**src/rtl/hc85_seq_cmp_if.sv**
```systemverilog
// Bus between hc85_seq_cmp and its environment: operand handshake, verdict,
// and the pins of the shared HC_85 comparator.
interface hc85_seq_cmp_if #(
    parameter int NIBBLES = 4
);
    logic                   START;
    logic [4*NIBBLES-1:0]   A;
    logic [4*NIBBLES-1:0]   B;
    logic [3:0]             CA;
    logic [3:0]             CB;
    logic                   CI1;
    logic                   CI2;
    logic                   CI3;
    logic                   CQ1;
    logic                   CQ2;
    logic                   CQ3;
    logic                   BUSY;
    logic                   DONE;
    logic                   GT;
    logic                   LT;
    logic                   EQ;
    logic                   ERR;

    modport master (
        output START, A, B, CQ1, CQ2, CQ3,
        input  CA, CB, CI1, CI2, CI3, BUSY, DONE, GT, LT, EQ, ERR
    );

    modport slave (
        input  START, A, B, CQ1, CQ2, CQ3,
        output CA, CB, CI1, CI2, CI3, BUSY, DONE, GT, LT, EQ, ERR
    );
endinterface

```
**src/rtl/hc85_seq_cmp.sv**
```systemverilog
// Time-shares one HC_85 4-bit comparator to compare two wide words, MSB nibble first.
// Optional macro HC85_SEQ_EARLY_EXIT_EN: stop scanning at the first mismatching nibble.
module hc85_seq_cmp #(
    parameter int NIBBLES = 4
) (
    input  logic            CLK,
    input  logic            RST,
    hc85_seq_cmp_if.slave   bus
);
    localparam int W    = 4 * NIBBLES;
    localparam int IDXW = (NIBBLES > 1) ? $clog2(NIBBLES) : 1;

    localparam logic [1:0] IDLE = 2'd0;
    localparam logic [1:0] SCAN = 2'd1;
    localparam logic [1:0] FIN  = 2'd2;

    logic [1:0]      state;
    logic [IDXW-1:0] idx;
    logic [W-1:0]    a_reg;
    logic [W-1:0]    b_reg;
    logic            dir_gt;
    logic            dir_lt;
    logic            gt;
    logic            lt;
    logic            eq;
    logic            err;

    logic [W-1:0]    a_shift;
    logic [W-1:0]    b_shift;
    logic            one_hot;
    logic            found;
    logic            next_gt;
    logic            next_lt;
    logic            exit_scan;

    always_comb begin
        a_shift = a_reg >> {idx, 2'b00};
        b_shift = b_reg >> {idx, 2'b00};
        one_hot = ( bus.CQ1 & ~bus.CQ2 & ~bus.CQ3) |
                  (~bus.CQ1 &  bus.CQ2 & ~bus.CQ3) |
                  (~bus.CQ1 & ~bus.CQ2 &  bus.CQ3);
        found   = dir_gt | dir_lt;
        // The first decisive nibble wins; a non-one-hot sample counts as equal.
        next_gt = found ? dir_gt : (one_hot & bus.CQ1);
        next_lt = found ? dir_lt : (one_hot & bus.CQ2);
`ifdef HC85_SEQ_EARLY_EXIT_EN
        exit_scan = (idx == '0) || next_gt || next_lt;
`else
        exit_scan = (idx == '0);
`endif
    end

    always_ff @(posedge CLK or posedge RST) begin
        if (RST) begin
            state  <= IDLE;
            idx    <= '0;
            a_reg  <= '0;
            b_reg  <= '0;
            dir_gt <= 1'b0;
            dir_lt <= 1'b0;
            gt     <= 1'b0;
            lt     <= 1'b0;
            eq     <= 1'b0;
            err    <= 1'b0;
        end else begin
            case (state)
                IDLE: begin
                    if (bus.START) begin
                        a_reg  <= bus.A;
                        b_reg  <= bus.B;
                        dir_gt <= 1'b0;
                        dir_lt <= 1'b0;
                        err    <= 1'b0;
                        idx    <= IDXW'(NIBBLES - 1);
                        state  <= SCAN;
                    end
                end
                SCAN: begin
                    if (!one_hot) begin
                        err <= 1'b1;
                    end
                    dir_gt <= next_gt;
                    dir_lt <= next_lt;
                    if (exit_scan) begin
                        gt    <= next_gt;
                        lt    <= next_lt;
                        eq    <= ~(next_gt | next_lt);
                        state <= FIN;
                    end else begin
                        idx <= idx - 1'b1;
                    end
                end
                FIN: begin
                    state <= IDLE;
                end
                default: begin
                    state <= IDLE;
                end
            endcase
        end
    end

    assign bus.CA   = (state == SCAN) ? a_shift[3:0] : 4'h0;
    assign bus.CB   = (state == SCAN) ? b_shift[3:0] : 4'h0;
    assign bus.CI1  = 1'b0;
    assign bus.CI2  = 1'b0;
    assign bus.CI3  = 1'b1;
    assign bus.BUSY = (state != IDLE);
    assign bus.DONE = (state == FIN);
    assign bus.GT   = gt;
    assign bus.LT   = lt;
    assign bus.EQ   = eq;
    assign bus.ERR  = err;
endmodule
```
**src/flat_wrapper.sv**
```systemverilog
// flat-port wrapper written by rule: the top's interface ports become plain ports
module hc85_seq_cmp_flat 
#(
    parameter int NIBBLES = 4
)
  (CLK, RST, bus_START, bus_A, bus_B, bus_CQ1, bus_CQ2, bus_CQ3, bus_CA, bus_CB, bus_CI1, bus_CI2, bus_CI3, bus_BUSY, bus_DONE, bus_GT, bus_LT, bus_EQ, bus_ERR);
  hc85_seq_cmp_if #(.NIBBLES(NIBBLES)) bus_i ();
  input  logic CLK;
  input  logic RST;
  input wire logic [$bits(bus_i.START)-1:0] bus_START;
  input wire logic [$bits(bus_i.A)-1:0] bus_A;
  input wire logic [$bits(bus_i.B)-1:0] bus_B;
  input wire logic [$bits(bus_i.CQ1)-1:0] bus_CQ1;
  input wire logic [$bits(bus_i.CQ2)-1:0] bus_CQ2;
  input wire logic [$bits(bus_i.CQ3)-1:0] bus_CQ3;
  output wire logic [$bits(bus_i.CA)-1:0] bus_CA;
  output wire logic [$bits(bus_i.CB)-1:0] bus_CB;
  output wire logic [$bits(bus_i.CI1)-1:0] bus_CI1;
  output wire logic [$bits(bus_i.CI2)-1:0] bus_CI2;
  output wire logic [$bits(bus_i.CI3)-1:0] bus_CI3;
  output wire logic [$bits(bus_i.BUSY)-1:0] bus_BUSY;
  output wire logic [$bits(bus_i.DONE)-1:0] bus_DONE;
  output wire logic [$bits(bus_i.GT)-1:0] bus_GT;
  output wire logic [$bits(bus_i.LT)-1:0] bus_LT;
  output wire logic [$bits(bus_i.EQ)-1:0] bus_EQ;
  output wire logic [$bits(bus_i.ERR)-1:0] bus_ERR;
  assign bus_i.START = bus_START;
  assign bus_i.A = bus_A;
  assign bus_i.B = bus_B;
  assign bus_i.CQ1 = bus_CQ1;
  assign bus_i.CQ2 = bus_CQ2;
  assign bus_i.CQ3 = bus_CQ3;
  assign bus_CA = bus_i.CA;
  assign bus_CB = bus_i.CB;
  assign bus_CI1 = bus_i.CI1;
  assign bus_CI2 = bus_i.CI2;
  assign bus_CI3 = bus_i.CI3;
  assign bus_BUSY = bus_i.BUSY;
  assign bus_DONE = bus_i.DONE;
  assign bus_GT = bus_i.GT;
  assign bus_LT = bus_i.LT;
  assign bus_EQ = bus_i.EQ;
  assign bus_ERR = bus_i.ERR;
  hc85_seq_cmp #(.NIBBLES(NIBBLES)) u_core (.CLK(CLK), .RST(RST), .bus(bus_i));
endmodule
```
**config.mk**
```make
export PLATFORM = sky130hd
export DESIGN_NAME = hc85_seq_cmp_flat
export DESIGN_NICKNAME = d
export VERILOG_FILES = /design/src/rtl/hc85_seq_cmp_if.sv /design/src/rtl/hc85_seq_cmp.sv /design/src/flat_wrapper.sv
export SDC_FILE = /design/constraint.sdc
export NUM_CORES = 1
export LEC_CHECK = 0
export CAP_MARGIN = 20
export CORE_MARGIN = 1.5
export CORE_UTILIZATION = 47
export DETAILED_ROUTE_END_ITERATION = 12
export PLACE_DENSITY_LB_ADDON = 0.2
export SETUP_SLACK_MARGIN = 0.4
export SYNTH_ARGS = -nofsm -noshare
export SYNTH_HDL_FRONTEND = slang
export SYNTH_SLANG_ARGS = --single-unit
```
**constraint.sdc**
```tcl
create_clock -name CLK -period 2.5 [get_ports CLK]
set_clock_uncertainty 0.2 [all_clocks]
set_input_delay 0.75 -clock CLK [delete_from_list [all_inputs] [get_ports CLK]]
set_output_delay 0.75 -clock CLK [all_outputs]
set_load 0.005 [all_outputs]
```
# Yosys cells after proc, flatten, opt, wreduce, memory -nomap -nowiden
# Cells that the tools add are included.
# totals
regBits,42
latchBits,0
ramBits,0
mem_bits_ro,0
in_bits,38
out_inout_bits,17
elab_cells,60
memories,0
# classes
add_sub_neg,1
n_mul,0
div_mod_pow,0
order_cmp,0
eq_ne,6
n_shift,2
n_mux,15
bitwise_logic,16
n_reduce_logical,10
# op_table
operator,count
right shift 16 x 4 -> 4 bit,2
bitwise AND 1 bit,8
2-to-1 mux 2 bit,4
2-to-1 mux 4 bit,2
one-hot mux 2 bit (2 select lines),2
AND reduction 2 bit,4
inequality test 2 bit (second input constant),3
one-hot mux 1 bit (2 select lines),3
AND reduction 3 bit,2
zero test 2 bit,2
2-to-1 mux 1 bit,4
inverter 1 bit,4
bitwise OR 1 bit,4
nonzero test 2 bit,2
== test 2 x 1 -> 1 bit (second input constant),1
== test 2 bit (second input constant),1
inequality test 2 x 1 -> 1 bit (second input constant),1
subtractor 2 x 1 -> 2 bit (second input constant),1

# Logic depth before layout (Yosys ltp)
# Gate-level depths: netlist of the first run.
# depth
ltp_word,9
ltp_mapped,6
ltp_nobuf,5

# Worst setup path after synthesis of the first run
# No wires, ideal clock.
# synth_timing
kind,register to output
start,reg u_core.idx[0]
end,out bus_CA[0]
t_arrival_ps,1164
required_time_ps,1550
setup_slack_ps,386
stages_incl_launch_ff,4
path_cell_list,dfrtp_1 > buf_4 > mux4_2 > nor2b_1
# synth_between
elab_chain_len,2
# synth_lines
element,line_no,rtl
from (decl),hc85_seq_cmp.sv:18,logic [IDXW-1:0] idx;
from (signal assigned),hc85_seq_cmp.sv:74,idx <= IDXW'(NIBBLES - 1);
from (signal assigned),hc85_seq_cmp.sv:90,idx <= idx - 1'b1;
right shift 16 x 4 -> 4 bit,hc85_seq_cmp.sv:37,"a_shift = a_reg >> {idx, 2'b00};"
2-to-1 mux 4 bit,hc85_seq_cmp.sv:103,assign bus.CA = (state == SCAN) ? a_shift[3:0] : 4'h0;
to (decl),flat_wrapper.sv:16,output wire logic [$bits(bus_i.CA)-1:0] bus_CA;
# No other way between the ends.

# Final worst setup path of the first run
# Same ends and word-level chain as after synthesis.

==> results.md, run 1 <==
- The count of maximum capacitance violations is 0.
- The largest net degree at the start of global routing is 43.
- After synthesis, the largest family of logic cells by area is simple AND/OR/NAND/NOR gates.
- The static leakage is 1.40 nW.
- The initial antenna violation count is 0.
- In the finished design, the share of the clock period the worst path needs comes to 1.02.
- The destination of the worst hold path is u_core.bus.ERR$_DFFE_PP0P_.
- The minimum setup slack in the final design is -54.5 ps.
- The final route contains 1541 vias.
- Static timing analysis puts the maximum clock frequency at roughly 390 MHz.
- The fraction of final layout cells sized beyond drive strength 1 is 0.194.
- The hold violation total from the final report was 0.
- Counting I/O delays and the setup requirement, the final critical path takes 2550 ps.
- Setup violations remaining at the end of the flow were counted as 7.
- The reg-to-reg setup timing slack is 550 ps.
- The clock-pin slew of the registers on the worst-case setup and hold paths is 70 ps.
- The mapped netlist covers 0.00197 mm^2.
- The number of DRC markers after the initial detailed-route iteration is 132.
- The width of the die is 67.8 um.
- The routed wire length is between 4 and 5 mm.
- The share of total power dissipated in sequential elements is 0.382.
- The number of cells on the worst reg-to-reg path is 6.
- The total placed instance area is about 0.0026 mm^2.
- The worst hold path passes through 2 cells.
- In this run the remaining antenna-violating nets after routing total 0.
- The count of antenna diodes in the layout is 0.
- The area growth from synthesis to final layout is 39.3%.
- The number of iterations in the first detailed-routing pass is 4.
- In the final design database the tool counted 312 nets.
- For this run, the total global-route usage over all layers was measured as 0.207.
- The number of max-slew violations in the final report was 0.
- The average footprint of a synthesized cell is 9.58 um^2.
- The multiplexer share of the synthesized area is 0.0913.
- Buffers inserted to repair hold after CTS numbered 0.
- The run finished, with violations left.
- The final worst hold slack is approximately 270 ps.
- The longest clock path from root to sink contains 2 buffers.
- For this configuration, the core starts out at a cell density of 0.490.
- Of the total synthesized cell area, the portion taken by XOR and XNOR cells is 0.00887.
- The path category of the worst min-delay check is reg -> reg.
- The total of warnings raised by yosys is 0.
- The floorplan die area is between 0.004 and 0.005 mm^2.
- The clock group share of total power is 0.129.
- The standard-cell row count is 23.
- Synthesis produced 206 cells.
- Synthesis inferred 42 register bits.
- The total half-perimeter wirelength after legalization and detailed placement is 2.88 mm.
- In this run the clock root is driven by a sky130_fd_sc_hd__clkbuf_8.
- The core region is 0.00403 mm^2.
- The number of DRC violations after detailed routing is 0.
- At the end of routability-driven placement, the weighted congestion stood at around 0.8.
- The clock buffer count from CTS is 5.
- The number of ports placed on the die boundary is 55.
- Of the total synthesized cell area, the portion taken by full adders, half adders and majority gates is 0.00634.
- The clock reaches the later pin of the worst-skew pair after approximately 280 ps.
- The floorplan die height is 67.8 um.
- The power density over the cells is 1140 mW/mm^2.
- The data required time at the worst endpoint is 1550 ps.
- The maximum fanout encountered on the critical timing path is 5.
- The clock tree from TritonCTS is built.
- The global-route wire length before repair is 6.92 mm.
- The maximum ir drop on the vdd rail is between 0.5 and 0.6 mV.
- The endpoint identified for the worst register-to-register timing path is u_core.bus.EQ$_DFFE_PP0P_.
- The design area is 0.00275 mm^2.
- Setup repair after global routing could not meet its margin everywhere.
- Port buffering added 51 buffers.
- Dividing the detail-routed via count by the number of cells gives 4.77.
- The kind of start point of the critical path is a flop.
- The H-tree was split into 2 levels.
- Leaving out fill and tap cells, the most frequent cell in the layout is sky130_fd_sc_hd__nand2_1.
- The share of the synthesized area in compound gates (AO/OA/AOI/OAI) is 0.0330.
- The switching component of the power is 0.00106 W.
- The distinct cell type count after synthesis is 27.
- The clock sink count is 42.
- Data on the critical path arrives at its endpoint at ~1600 ps.
- Of the total synthesized cell area, the portion taken by AND, OR, NAND and NOR gates is 0.270.
- The via count of the first global-routing pass is about 1.5k.
- Leaving out fill and tap cells, the most frequent cells in the layout are 102 x sky130_fd_sc_hd__nand2_1, 41 x sky130_fd_sc_hd__dfrtp_1, 37 x sky130_fd_sc_hd__clkdlybuf4s50_1.
- The share of total power dissipated in combinational logic is 0.489.
- The worst setup path is captured at an output port.
- The final reports fail on setup timing.
- The switching part of the total is 0.339.
- After detailed routing, the average wire length per cell comes to 13.1 um.
- The share of the yosys chip area belonging to registers is 0.532.
- The worst register-to-register path begins at u_core.idx[1]$_DFFE_PP0P_.
- The startpoint of the most critical hold path is u_core.bus.ERR$_DFFE_PP0P_.
- The critical path is of the reg -> out type.
- Internal power comes to 0.00206 W.
- After global routing the overflow that remains totals 0.
[cell families after synthesis]
kind of cell / Yosys count
AOI/OAI and AO/OA: 9
buffers and inverters: 17
xor gates and xnor gates: 2
other: 2
muxes: 8
DFF: 42
and+or+nand+nor: 125
adders and majority gates: 1
[how the worst max path moves through the flow]
stage | start | end | slack, ps | depth (start not counted)
6_report | u_core.idx[0]$_DFFE_PP0P_ | bus_CA[0] | -50 | 4
3_3_place_gp | u_core.idx[0]$_DFFE_PP0P_ | bus_CA[3] | -190 | 3
5_1_grt | u_core.idx[0]$_DFFE_PP0P_ | bus_CA[2] | -100 | 4
2_1_floorplan | u_core.idx[0]$_DFFE_PP0P_ | bus_CA[0] | 410 | 3
3_5_place_dp | u_core.idx[0]$_DFFE_PP0P_ | bus_CB[3] | -200 | 3
4_1_cts | u_core.idx[0]$_DFFE_PP0P_ | bus_CB[3] | -60 | 4
[final cells by class]
class | instances | area (um^2)
Fill cell | 343 | 1280
Sequential cell | 42 | 1050
Multi-Input combinational cell | 148 | 853
Timing Repair Buffer | 72 | 691
Clock buffer | 7 | 76.3
Tap cell | 50 | 62.6
Inverter | 4 | 15.0
[cell usage after synthesis, drive strengths merged]
library cell / n / area, um^2
o41ai: 1 / 8.76
buf: 12 / 88.8
nor4b: 2 / 17.5
nand2b: 1 / 6.26
ha: 1 / 12.5
o31ai: 1 / 7.51
xnor2: 2 / 17.5
nand3b: 1 / 7.51
nand2: 102 / 383
o21ai: 3 / 18.8
nor3b: 3 / 27.5
dfrtp: 42 / 1050
a2bb2oi: 1 / 15.0
or2: 1 / 6.26
inv: 4 / 15.0
or3b: 1 / 8.76
nor3: 1 / 5.00
nor2b: 9 / 56.3
conb: 2 / 7.51
mux4: 8 / 180
clkbuf: 1 / 3.75
a21oi: 3 / 15.0
nor2: 4 / 15.0
[worst max-delay path, stage by stage, from the launching register on]
cell and delay, ps:
sky130_fd_sc_hd__dfrtp_2 460, sky130_fd_sc_hd__buf_12 130, sky130_fd_sc_hd__mux4_2 470, sky130_fd_sc_hd__nor2b_1 140
sky130_fd_sc_hd__buf_2 120
[metal layers]
metal  wire (um)  vias up  track usage  share of wire
met2        2050       45        0.332           0.49
li1            -      784            -              -
met1        1950      708        0.287           0.46
met4          34        0       0.0600         0.0081
met5           0        -            0              0
met3         185        4       0.0428          0.044
[stage by stage]
step / setup TNS, ps / setup WS [ps] / utilization / std cells / power [W]
4_1_cts: -291 / -55.7 / 0.678 / 322 / 0.00312
3_5_place_dp: -1440 / -203 / 0.639 / 306 / 0.00261
6_report: -314 / -54.5 / 0.683 / 323 / 0.00312
2_1_floorplan: 0 / 411 / - / 207 / 0.00204
3_3_place_gp: -1340 / -194 / 0.639 / 306 / 0.00256
5_1_grt: -599 / -98.4 / 0.683 / 323 / 0.00337
[power by group through the flow]
stage / clock network (W) / logic [W] / registers, W
floorplan: 0 / 0.000900 / 0.00114
global placement: 0 / 0.00136 / 0.00120
detailed placement: 0 / 0.00139 / 0.00121
CTS: 0.000414 / 0.00152 / 0.00119
global route: 0.000441 / 0.00170 / 0.00123
finish: 0.000402 / 0.00153 / 0.00119
[timing repair]
action / CTS / global route
buffers inserted: 9 / 1
endpoints found under the setup margin: 12 / 14
gates resized for setup: 51 / 6
Power figures use the tool's default switching activity.
==> run 2, diff against run 1 <==
CORE_ASPECT_RATIO = 1.4   (was default)
==> run 2 against run 1 <==
  * The run ends with DRC, setup timing left
  * Count of clock-buffer cells in the layout down 1
  * Register-to-register slack about the same
  * Setup slack worse by 44 ps
  * Clock power up 63%
  * Critical path depth unchanged
  * Die area up 0.11%
  * First-iteration DRC count down 51%
  * Largest power group unchanged
==> results.md, run 2 (synthesized netlist as in run 1, its figures left out) <==
- The flow ran to the end, but the final reports show violations.
- The checks that failed: DRC, setup timing.
- The clock tree from TritonCTS is built.
- The number of DRC markers after the initial detailed-route iteration is 65.
- The slowest stage of the critical path is the sky130_fd_sc_hd__mux4_2 cell.
- In this run the core area contains 27 standard-cell rows.
- The tool flagged a number of max-cap violations equal to 0.
- In this run the worst path has a maximum fanout of 6.
- The total core area is 0.00399 mm^2.
- The area of the multi-input gates is 871 um^2.
- The longest individual stage delay on the worst path is 480 ps.
- The routed wirelength normalized by instance count is 13.2 um.
- The fraction of power consumed by sequential logic is 0.343.
- The total half-perimeter wirelength after legalization and detailed placement is 2.91 mm.
- The type of the worst setup path is reg -> out.
- The number of I/O port buffers is slightly above 50.
- Of the total power, the clock network draws 0.189.
- The kind of start point of the critical path is a flop.
- In this run the static leakage power is 1.47 nW.
- Buffers inserted during clock tree synthesis total 5.
- The aggregate global routing overflow is 0.
- The clock-pin slew of the registers on the worst-case setup and hold paths is 80 ps.
- The hold violation total from the final report is 0.
- For this run, the number of standard cells in the final layout without fillers is 322.
- The global-route wire length before repair is 7.53 mm.
- The tree built by TritonCTS fans out to 42 sinks.
- The final layout net count is 317.
- The path category of the worst min-delay check is reg -> reg.
- The commonest non-fill, non-tap cell in the layout is sky130_fd_sc_hd__nand2_1.
- The switching component of the power is between 0.001 and 0.0015 W.
- The flip-flop and latch area is ~0.0011 mm^2.
- The largest buffer count on any clock path is 2.
- Across all setup checks in the final design, the least slack found is -98.9 ps.
- The switching part of the total is 0.322.
- Summing over every cut layer, the via total after detailed routing is 1590.
- The top cell types in the final layout, fill and taps aside, are 102 x sky130_fd_sc_hd__nand2_1, 41 x sky130_fd_sc_hd__dfrtp_1, 37 x sky130_fd_sc_hd__clkdlybuf4s50_1.
- The global routing usage summed across all routing layers is 0.216.
- For this run, the detailed router's first-pass iteration total came to 8.
- The maximum frequency from static timing analysis is 385 MHz.
- The floorplan die height is 79.7 um.
- The number of vias per cell after detailed routing is 4.94.
- The design draws 0.00346 W.
- For the worst-skew pair, the clock arrives at the later sink with an insertion delay of 300 ps.
- The number of H-tree levels is 2.
- STA classifies the critical path endpoint as an output port.
- The number of fillers in the final layout is 311.
- STA puts the critical path data required time at 1550 ps.
- The number of DRC violations after detailed routing is 5.
- In this run the remaining antenna-violating nets after routing total 0.
- The share of the clock period used by the worst path is 1.04.
- Traced cell by cell, the critical path runs through buf_6 -> mux4_2 -> nor2b_4 -> buf_2.
- Setup repair after global routing could not meet its margin everywhere.
- Routability-driven placement finished with a final weighted congestion of 0.787.
- The number of antenna diodes in the final layout is 0.
- The via count of the first global-routing pass was 1637.
- The floorplan die area is approximately 0.0046 mm^2.
- The data arrival time of the critical path is about 1700 ps.
- The power density over the cells is 1210 mW/mm^2.
- From synthesis to final layout, the design area changed by 44.9%.
- In the final layout, the share of cells above drive strength 1 is 0.226.
- The width of the die is 57.8 um.
- The number of max-slew violations in the final report is 0.
- The internal power contribution is around 0.0023 W.
- The final setup violation count is 6.
- The maximum ir drop on the vdd rail is just over 0.6 mV.
- The number of placed instances with taps included is 300.
- The initial core utilization is 0.495.
- Entering global routing, the biggest net connects 43 pins.
- After layout, the minimum clock period comes to 2600 ps.
- The final layout contains routed wiring with a total length of 4.26 mm.
- The tree is rooted in a sky130_fd_sc_hd__clkbuf_8.
- The share of total power dissipated in combinational logic is 0.467.
- The initial antenna violation count is 0.
- The number of ports placed on the die boundary is 55.
-- run 2: cell count changes in the layout (fill, tap and decap cells not counted), moves of 2 or more --
cell,previous run,this run
sky130_fd_sc_hd__clkbuf_1,2,0
sky130_fd_sc_hd__nor2b_1,6,4
sky130_fd_sc_hd__buf_4,12,14
sky130_fd_sc_hd__buf_6,7,12
sky130_fd_sc_hd__nor2b_4,3,5
sky130_fd_sc_hd__buf_12,3,1
sky130_fd_sc_hd__bufinv_16,0,2
-- run 2: power by group through the flow --
stage	Sequential (W)	Combinational, W	Clock, W
3_5_place_dp	0.00121	0.00139	0
6_report	0.00119	0.00162	0.000656
3_3_place_gp	0.00119	0.00135	0
4_1_cts	0.00119	0.00158	0.000662
2_1_floorplan	0.00114	0.000900	0
5_1_grt	0.00123	0.00179	0.000697
-- run 2: routing by layer --
layer  share of wire  vias up  global-route usage  wire, um
met5               0        -                   0         0
met4           0.013        0              0.0698        56
met3           0.044        5              0.0454       189
met2            0.51       36               0.357      2170
met1            0.43      755               0.281      1840
li1                -      794                   -         -
-- run 2: cell type report --
class                      count  area share
sequential                    42       0.368
timing repair buffer          77       0.254
multi-input combinational    148       0.304
tap                           43      0.0188
clock buffer                   6      0.0289
clock inverter                 2      0.0210
inverter                       4     0.00525
-- run 2: critical path: cells and delay by family, from the launching register on --
kind | cells | cell delay, ps
multiplexers | 1 | 480
flip-flops | 1 | 470
buffers and inverters | 2 | 260
AND/OR/NAND/NOR | 1 | 140
-- run 2: per-stage QoR --
stage	setup TNS [ps]	util	hold WS, ps	area [um^2]	worst slack, ps
floorplan	0	-	240	1980	411
global placement	-1150	0.642	256	2560	-178
detailed placement	-1310	0.642	261	2560	-191
CTS	-521	0.707	279	2820	-115
global route	-871	0.718	304	2860	-160
finish	-434	0.718	273	2860	-98.9
-- run 2: worst paths after layout --
path	end	slack [ps]	depth (start not counted)	start
worst max-delay path	bus_CA[3]	-100	4	u_core.idx[0]$_DFFE_PP0P_
worst min-delay path	u_core.b_reg[14]$_DFFE_PP0P_	270	2	u_core.b_reg[14]$_DFFE_PP0P_
worst max register to register	u_core.bus.EQ$_DFFE_PP0P_	560	6	u_core.idx[0]$_DFFE_PP0P_
worst min register to register	u_core.b_reg[14]$_DFFE_PP0P_	270	2	u_core.b_reg[14]$_DFFE_PP0P_
max in group asynchronous	u_core.idx[0]$_DFFE_PP0P_	1310	3	RST
min in group asynchronous	u_core.bus.ERR$_DFFE_PP0P_	570	3	RST
-- run 2: timing repair --
action / CTS / global route
resized for setup: 55 / 10
buffers inserted: 13 / 1
endpoints found under the setup margin: 11 / 15
hold buffers: 0 / 0
==> run 3, diff against run 2 <==
PLACE_DENSITY = 0.9   (was default)
PLACE_DENSITY_LB_ADDON = default   (was 0.2)
==> run 3 against run 2 <==
  * The run still ends with DRC, setup timing left
  * Sequential power grew 3%
  * Count of clock-buffer cells in the layout unchanged
  * Via count grew 4.8%
  * Sequential share of layout area grew 0.32 points
  * Clock power is 0.8% lower
  * Highest routed layer unchanged
  * Global-route usage grew 0.43 points
  * Critical path depth is the same
  * Hold slack gained 4.9 ps
  * Fmax shrank 1.0%
  * Design area is 0.74% lower
  * Setup slack lost 27 ps
  * Combinational power about the same
==> results.md, run 3 (synthesized netlist as in run 1, its figures left out) <==
- The slowest stage of the critical path is the sky130_fd_sc_hd__dfrtp_2 cell.
- The largest buffer count on any clock path is 2.
- The total power of the final layout is ~0.0035 W.
- The first detailed-routing pass took 8 iterations.
- The critical path starts at u_core.idx[0]$_DFFE_PP0P_.
- At the end of routability-driven placement, the weighted congestion stood at 0.798.
- The floorplan step defined a die boundary enclosing 0.00460 mm^2.
- Of all nets on the critical path, the largest fanout is 6.
- The commonest non-fill, non-tap cell in the layout is sky130_fd_sc_hd__nand2_1.
- The checks that failed: DRC, setup timing.
- Leaving out fill and tap cells, the most frequent cells in the layout are 102 x sky130_fd_sc_hd__nand2_1, 40 x sky130_fd_sc_hd__dfrtp_1, 37 x sky130_fd_sc_hd__clkdlybuf4s50_1.
- In the finished design, the share of the clock period the worst path needs comes to 1.05.
- The headroom to the max-slew limit is 0.652.
- The floorplan step set the die height to around 80 um.
- In this run the worst setup path terminates at bus_CB[2].
- The longest individual stage delay on the worst path is 490 ps.
- The type of the worst setup path is reg -> out.
- For this configuration, the core starts out at a cell density of 0.495.
- In this run, post-CTS hold repair placed 0 buffers.
- The worst reg2reg path endpoint is u_core.bus.EQ$_DFFE_PP0P_.
- In this run, CTS created clock tree buffers numbering 5.
- Data on the critical path arrives at its endpoint at 1680 ps.
- The routed wirelength normalized by instance count is 15.2 um.
- The routed wire length is 4.89 mm.
- The data required time at the worst endpoint is 1550 ps.
- The first global-routing pass estimated about 7.6 mm of wire.
- The initial antenna violation count came to 0.
- The hold violation total from the final report was 0.
- The final layout net count is roughly 320.
- The area growth from synthesis to final layout is 43.8%.
- Clock-pin slew was measured on the worst setup and hold paths at 80 ps.
- The design area is 0.00284 mm^2.
- The total placed instance area is 0.00255 mm^2.
- The number of DRC violations after detailed routing is 4.
- The shortest period the worst path allows is ~2600 ps.
- From left edge to right edge, the die measures 57.8 um.
- The number of DRC markers after the initial detailed-route iteration is 43.
- At the later pin of the worst-skew pair, clock insertion delay measures 290 ps.
- The maximum ir drop on the vdd rail is just over 0.6 mV.
- The run finished, with violations left.
- In this run the static leakage power is 1.45 nW.
- In the global route stage, overall resource usage came out at 0.220.
- The number of cells on the worst reg-to-reg path is 7.
- The number of ports placed on the die boundary is 55.
- After floorplanning, the core was divided into 27 placement rows.
- Once routing completed, OpenROAD measured the worst setup slack at -126 ps.
- At the pin with the least slew margin, the transition time is about 520 ps.
- The number of vias per cell after detailed routing is about 5.2.
- The min-delay analysis places its worst path in the category reg -> reg.
- The critical path goes through buf_6 -> mux4_2 -> nor2b_4 -> buf_2.
- For flop-to-flop paths, the worst setup slack is 440 ps.
- The clock sink count is 42.
- The count of maximum capacitance violations is 0.
- The worst setup path is launched from a flop.
- For this run the aggregate overflow at the end of global routing stands at 0.
- The largest net degree at the start of global routing is 43.
- Detailed placement ended at an HPWL of 3.22 mm.
- The number of I/O port buffers is 51.
- The final setup violation count is 8.
- The number of vias in the routed layout is around 1.7k.
- Dividing total power by cell area gives a power density of 1240 mW/mm^2.
- The number of antenna-violating nets in the routed design is 0.
- The via count of the first global-routing pass is 1662.
- Setup repair after global routing could not meet its margin everywhere.
- The startpoint identified for the worst register-to-register timing path is u_core.idx[0]$_DFFE_PP0P_.
- The total core area is 0.00399 mm^2.
- Once layout is complete, the utilization of the core stands at 0.712.
- The root buffer selected by CTS is sky130_fd_sc_hd__clkbuf_8.
- The number of max-slew violations in the final report is 0.
- The kind of capture point of the worst setup path is an output port.
- The fraction of final layout cells sized beyond drive strength 1 is 0.223.
- The H-tree was split into 2 levels.
- The clock tree from TritonCTS is built.
- Timing would allow up to 381 MHz.
- The repair_antennas step left the layout with diodes totalling 0.
## run 3: changes by cell type in the layout (fill, tap and decap cells not counted), sizes merged
cell,delta
buf,-2
clkbuf,+1
clkinv,-1
dlygate4sd2,+1
dlymetal6s2s,-1
inv,+1
## run 3: per-stage QoR
stage	setup WS [ps]	hold slack (ps)	TNS (ps)	instances
after global placement	-169	255	-1220	299
after detailed placement	-197	261	-1500	299
after global routing	-172	307	-1140	321
final	-126	278	-728	321
after CTS	-112	280	-643	320
after floorplan	411	240	0	207
## run 3: repair_timing
item | CTS | global route
pin swaps | 0 | 0
resized for setup | 54 | 10
setup endpoints to repair | 11 | 14
setup buffers | 13 | 1
## run 3: power by group
part           internal, W  switching [W]  leakage, nW  total (W)
sequential        0.000998       0.000229        0.518    0.00123
clock             0.000426       0.000225       0.0714   0.000651
combinational     0.000933       0.000706        0.861    0.00164
total              0.00236        0.00116         1.45    0.00352
## run 3: critical path, delay by kind of cell, from the launching register on
kind	cells	cell delay, ps
muxes	1	490
buffers and inverters	2	250
DFF	1	490
and+or+nand+nor	1	140
## run 3: how the worst min path moves through the flow
stage,start,endpoint,cells past startpoint
after global placement,u_core.a_reg[3]$_DFFE_PP0P_,u_core.a_reg[3]$_DFFE_PP0P_,2
after detailed placement,u_core.b_reg[13]$_DFFE_PP0P_,u_core.b_reg[13]$_DFFE_PP0P_,2
after CTS,u_core.b_reg[13]$_DFFE_PP0P_,u_core.b_reg[13]$_DFFE_PP0P_,2
after floorplan,u_core.a_reg[10]$_DFFE_PP0P_,u_core.a_reg[10]$_DFFE_PP0P_,2
final,u_core.a_reg[6]$_DFFE_PP0P_,u_core.a_reg[6]$_DFFE_PP0P_,2
after global routing,u_core.b_reg[11]$_DFFE_PP0P_,u_core.b_reg[11]$_DFFE_PP0P_,2
## run 3: layout make-up
type	instances	area, um^2
Tap cell	43	53.8
Inverter	4	15.0
Clock inverter	2	60.1
Multi-Input combinational cell	148	863
Timing Repair Buffer	76	711
Clock buffer	6	82.6
Fill cell	277	1150
Sequential cell	42	1050
## run 3: per-layer routing
| metal | global-route usage | share of wire | up-vias | wire length, um |
|---|---|---|---|---|
| met5 | 0 | 0 | - | 0 |
| met4 | 0.107 | 0.025 | 0 | 123 |
| met3 | 0.0389 | 0.035 | 10 | 173 |
| li1 | - | - | 794 | - |
| met1 | 0.246 | 0.38 | 825 | 1860 |
| met2 | 0.394 | 0.56 | 38 | 2730 |
